===== src/rtl/ifu_fetch.sv =====
// Instruction fetch unit: single-outstanding bus fetcher with redirect and stall.
// Ports: clk/rstn, jump_flag_i/jump_addr_i redirect, hold_flag_i stall bus,
//        ibus_* request/grant/response channel, inst_o/inst_addr_o/inst_valid_o to if2id.
module ifu_fetch #(
    parameter logic [31:0] RESET_PC = 32'h0000_0000
) (
    input  logic        clk,
    input  logic        rstn,
    input  logic        jump_flag_i,
    input  logic [31:0] jump_addr_i,
    input  logic [2:0]  hold_flag_i,
    output logic        ibus_req_o,
    output logic [31:0] ibus_addr_o,
    input  logic        ibus_gnt_i,
    input  logic        ibus_rvalid_i,
    input  logic [31:0] ibus_rdata_i,
    output logic [31:0] inst_o,
    output logic [31:0] inst_addr_o,
    output logic        inst_valid_o
);

    localparam logic [31:0] INST_NOP = 32'h0000_0001;
    localparam logic [2:0]  HOLD_PC  = 3'd1;

    typedef enum logic [1:0] {
        IDLE,
        REQ,
        WAIT
    } state_t;

    state_t      state;
    logic [31:0] pc;
    logic        kill;
    logic        buf_valid;
    logic [31:0] buf_inst;
    logic [31:0] buf_addr;

    logic        stall;
    logic        keep;
    logic [31:0] pc_next;

    assign stall   = (hold_flag_i >= HOLD_PC);
    // A response is kept only if it belongs to a live (not redirected) fetch.
    assign keep    = (state == WAIT) && ibus_rvalid_i && !kill;
    assign pc_next = pc + 32'd4;

    always_ff @(posedge clk) begin
        if (!rstn) begin
            state        <= IDLE;
            pc           <= RESET_PC;
            kill         <= 1'b0;
            buf_valid    <= 1'b0;
            buf_inst     <= 32'h0;
            buf_addr     <= 32'h0;
            ibus_req_o   <= 1'b0;
            ibus_addr_o  <= RESET_PC;
            inst_o       <= INST_NOP;
            inst_addr_o  <= 32'h0;
            inst_valid_o <= 1'b0;
        end else if (jump_flag_i) begin
            pc           <= jump_addr_i & 32'hFFFF_FFFC;
            buf_valid    <= 1'b0;
            inst_o       <= INST_NOP;
            inst_valid_o <= 1'b0;
            // The bus transaction in flight must still complete; mark it dead.
            case (state)
                REQ: begin
                    kill <= 1'b1;
                    if (ibus_gnt_i) begin
                        state      <= WAIT;
                        ibus_req_o <= 1'b0;
                    end
                end
                WAIT: begin
                    if (ibus_rvalid_i) begin
                        state <= IDLE;
                        kill  <= 1'b0;
                    end else begin
                        kill <= 1'b1;
                    end
                end
                default: state <= IDLE;
            endcase
        end else begin
            case (state)
                IDLE: begin
                    if (!stall && !buf_valid) begin
                        state       <= REQ;
                        ibus_req_o  <= 1'b1;
                        ibus_addr_o <= pc;
                    end
                end
                REQ: begin
                    if (ibus_gnt_i) begin
                        state      <= WAIT;
                        ibus_req_o <= 1'b0;
                    end
                end
                WAIT: begin
                    if (ibus_rvalid_i) begin
                        if (kill) begin
                            kill  <= 1'b0;
                            state <= IDLE;
                        end else begin
                            pc <= pc_next;
                            // Buffer is always empty while waiting, so only
                            // the stall decides whether to issue straight on.
                            if (!stall) begin
                                state       <= REQ;
                                ibus_req_o  <= 1'b1;
                                ibus_addr_o <= pc_next;
                            end else begin
                                state <= IDLE;
                            end
                        end
                    end
                end
                default: state <= IDLE;
            endcase

            if (keep && !stall) begin
                inst_o       <= ibus_rdata_i;
                inst_addr_o  <= ibus_addr_o;
                inst_valid_o <= 1'b1;
            end else if (keep) begin
                buf_inst  <= ibus_rdata_i;
                buf_addr  <= ibus_addr_o;
                buf_valid <= 1'b1;
            end else if (!stall) begin
                if (buf_valid) begin
                    inst_o       <= buf_inst;
                    inst_addr_o  <= buf_addr;
                    inst_valid_o <= 1'b1;
                    buf_valid    <= 1'b0;
                end else begin
                    inst_o       <= INST_NOP;
                    inst_valid_o <= 1'b0;
                end
            end
        end
    end

endmodule


===== config.mk =====
export PLATFORM = sky130hd
export DESIGN_NAME = ifu_fetch
export DESIGN_NICKNAME = d
export VERILOG_FILES = /design/src/rtl/ifu_fetch.sv
export SDC_FILE = /design/constraint.sdc
export NUM_CORES = 1
export LEC_CHECK = 0
export ABC_AREA = 0
export BUFFER_PORTS_ARGS = -buffer_cell sky130_fd_sc_hd__clkbuf_2
export CAP_MARGIN = 25
export CELL_PAD_IN_SITES_DETAIL_PLACEMENT = 0
export CELL_PAD_IN_SITES_GLOBAL_PLACEMENT = 2
export CORE_MARGIN = 4
export CORE_UTILIZATION = 32
export DETAILED_ROUTE_END_ITERATION = 10
export PLACE_DENSITY_LB_ADDON = 0.1
export SYNTH_ARGS = -nofsm -noshare
export SYNTH_HDL_FRONTEND = slang
export SYNTH_SLANG_ARGS = --single-unit
export TNS_END_PERCENT = 1

===== constraint.sdc =====
create_clock -name clk -period 3.45 [get_ports clk]
set_input_delay 0.69 -clock clk [delete_from_list [all_inputs] [get_ports clk]]
set_output_delay 0.69 -clock clk [all_outputs]
set_load 0.05 [all_outputs]

==> impl_results.md <==
- YS warnings: 0
- DR vias: 7571
- Post-synth EDFFs: 0
- Run status: complete, no violations
- Cell Area, Synth: 8700 um2
- Reg2reg start: state[0]$_SDFFE_PN0P_
- Actual slew at the worst max-slew pin: 762 ps
- Final Hold Fails: 0
- Relative slew slack: 49.2%
- Power Density: 455 nW/um2
- Worst r2r path cells: 8
- GR Util All Layers: 17.2%
- Static leakage: 0.00355 uW
- Die height: 173 um
- CTS Hold Bufs: 0
- Post-route setup TNS: 0 ps
- Layout cells sized above 1: 19.0%
- Hold Crit Start: buf_addr[27]$_SDFFE_PN0P_
- Clock transition at path regs: 80 ps
- Seq cells post-synth: 190
- Core footprint: 26900 um2
- Rows: 60
- Number of vias per cell: 4.90
- Design Power: 4710 uW
- Clk Latency, worst-skew pair: 440 ps
- Top_reg_cell synth: dfxtp_1
- Hold Path Class: register to register
- Post-DP HPWL: 17100 um
- Worst Setup SP: state[0]$_SDFFE_PN0P_
- Slew Viols, Final: 0
- Longest Clk Path Bufs: 2
- Per-cell routed wire length: 16.7 um
- Highest clock rate: 0.405 GHz
- Period Utilization, post-route: 71.5%
- CP Launch Type: register
- DR iter-0 viols: 430
- Seq/Total Area, Yosys: 43.7%
- Critical path class: register to register
- Drt pass-1 iters: 5
- Root buffer cell: clkbuf_16
- Syn_area_per_cell: 8.03 um2
- Drc violations: 0
- Post-CTS Setup Inserts: 0
- First-pass GRT wire length: 42000 um
- H-tree Lvls: 4
- Ant diodes: 0
- Final-report setup violation count: 0
- Synth Instances: 1083
- Max-cap violations: 0
- Routed WL: 25800 um
- Worst EP arrival: 2790 ps
- Async SR Flop Fraction: 0%
- Post_cts resized: 0
- Minimum clock period: 2470 ps
- Die ar.: 29900 um2
- Worst Hold Depth: 2
- Largest net degree at the start of global routing: 95
- Peak supply drop: 0.294 mV
- Grt ovf: 0
- Crit-path max FO: 20
- Inserted Clock Buffers: 17
- Initial antenna violation count: 0
- Critical Path RT: 3770 ps
- CTS tree: done
- Vias in the first global route: 7174
- Area growth, synth to finish: 18.9%
- Clock Sinks: 190
- RSZ-0062 raised after global routing: no
- Die width: 173 um
- Number of distinct library cells after synthesis: 56
- Boundary pin count: 170
- # nets final: 1269
- # port buffers: 163
- Antenna viol nets, final: 0
- Fin Clk Skew: 14.1 ps
- Initial Utilization: 32.4%
- Worst Setup End Kind: register
- RD Place Congestion: 0.755
## logic make-up after synthesis
family / Yosys count / synth area share, %
adder cells (fa/ha/maj): 7 / 1.01
other: 1 / 0.0431
AO/OA/AOI/OAI: 268 / 18.6
multiplexers: 39 / 4.49
XOR/XNOR: 43 / 4.33
buffers and inverters: 109 / 5.32
AND/OR/NAND/NOR: 426 / 22.4
flip-flops: 190 / 43.7
## cell usage after synthesis (all sizes together) (2+ instances only)
library cell	instances	area (um2)
or2	2	12.5
inv	12	45.0
nor3b	8	60.1
dfxtp	190	3800
nand2b	5	31.3
a21oi	98	490
and3	7	43.8
xor2	15	131
nor2b	3	18.8
clkinv	2	7.51
o211ai	33	248
ha	7	87.6
buf	26	151
nor4b	2	17.5
o311a	2	20.0
nand3	20	100
nand2	212	796
o2111ai	2	17.5
or4	2	18.8
and2	8	50.1
mux2i	39	390
a21boi	2	15.0
xnor2	28	245
clkbuf	69	259
a211oi	45	338
a221o	2	20.0
o31ai	2	15.0
a311oi	2	17.5
nor3	17	95.1
nand4	14	124
nor2	98	368
nor4	20	150
o21ai	74	370
or3	2	12.5
and4	3	28.8
## metrics by stage
stage	utilization, %	hold WS, ps	instance area, um2	setup slack [ps]	std cells
CTS	38.5	456	10300	991	1544
floorplan	-	436	8710	564	1086
finish	38.5	454	10300	982	1544
global placement	36.4	440	9770	839	1512
detailed placement	36.4	446	9770	834	1512
global route	38.5	468	10300	798	1544
## report_power, final
part | switching [uW] | leakage [uW] | internal [uW] | total, uW
combinational | 296 | 0.00173 | 144 | 440
sequential | 74.1 | 0.00154 | 2250 | 2320
clock | 954 | 0.000279 | 990 | 1940
## final cells by class
| class | count | area, um2 |
|---|---|---|
| Multi-Input combinational cell | 787 | 4480 |
| Sequential cell | 190 | 3800 |
| Timing Repair Buffer | 180 | 1010 |
| Clock inverter | 13 | 121 |
| Inverter | 14 | 55.1 |
| Clock buffer | 19 | 453 |
| Tap cell | 341 | 427 |
| Fill cell | 2889 | 16500 |
## metal layers
metal  global-route usage (%)  vias up  part of all wire (%)
li1                         -     3967                     -
met5                        0        -                     0
met4                     4.19        0                  0.90
met2                     24.4      146                    41
met3                     2.91       15                   3.2
met1                     27.0     3443                    55
## flip-flops by register name (all words and copies together) (netlist names)
register      count
ibus_addr_o      30
kill              1
inst_valid_o      1
state             2
buf_addr         30
pc               30
inst_addr_o      30
ibus_req_o        1
buf_valid         1
buf_inst         32
inst_o           32
## placed cells by master, fill, tap and decap left out, types with 3 or more instances in the layout
cell | Yosys | routed
mux2i_1 | 39 | 39
nand2_1 | 212 | 212
nor4_2 | 4 | 3
inv_6 | 0 | 5
ha_1 | 7 | 6
nor4_1 | 16 | 16
buf_4 | 8 | 12
nor3b_1 | 8 | 8
nand4_1 | 11 | 11
nor2b_1 | 3 | 3
o21ai_0 | 74 | 74
nand2b_1 | 5 | 5
xor2_1 | 15 | 15
a21oi_1 | 98 | 98
nor2_1 | 98 | 98
inv_1 | 11 | 10
and2_1 | 8 | 8
dfxtp_1 | 190 | 190
buf_12 | 0 | 5
clkbuf_2 | 0 | 163
o211ai_1 | 33 | 33
nor3_1 | 15 | 15
conb_1 | 1 | 4
clkbuf_16 | 0 | 17
a211oi_1 | 45 | 45
xnor2_1 | 28 | 28
nand3_1 | 20 | 20
and3_1 | 7 | 7
## critical path, stage by stage, from the launching register on
cell,delay [ps]
dfxtp_1,360
inv_1,100
ha_1,170
buf_4,290
nand2_1,250
nor4_1,570
nand4_1,190
xor2_1,320
a21oi_1,110
## worst paths after layout
kind	end	slack, ps
worst min register to register	buf_addr[27]$_SDFFE_PN0P_	450
worst min-delay path	buf_addr[27]$_SDFFE_PN0P_	450
worst max register to register	ibus_addr_o[22]$_SDFFE_PN0P_	980
worst max-delay path	ibus_addr_o[22]$_SDFFE_PN0P_	980
(Power assumes the default switching activity.)
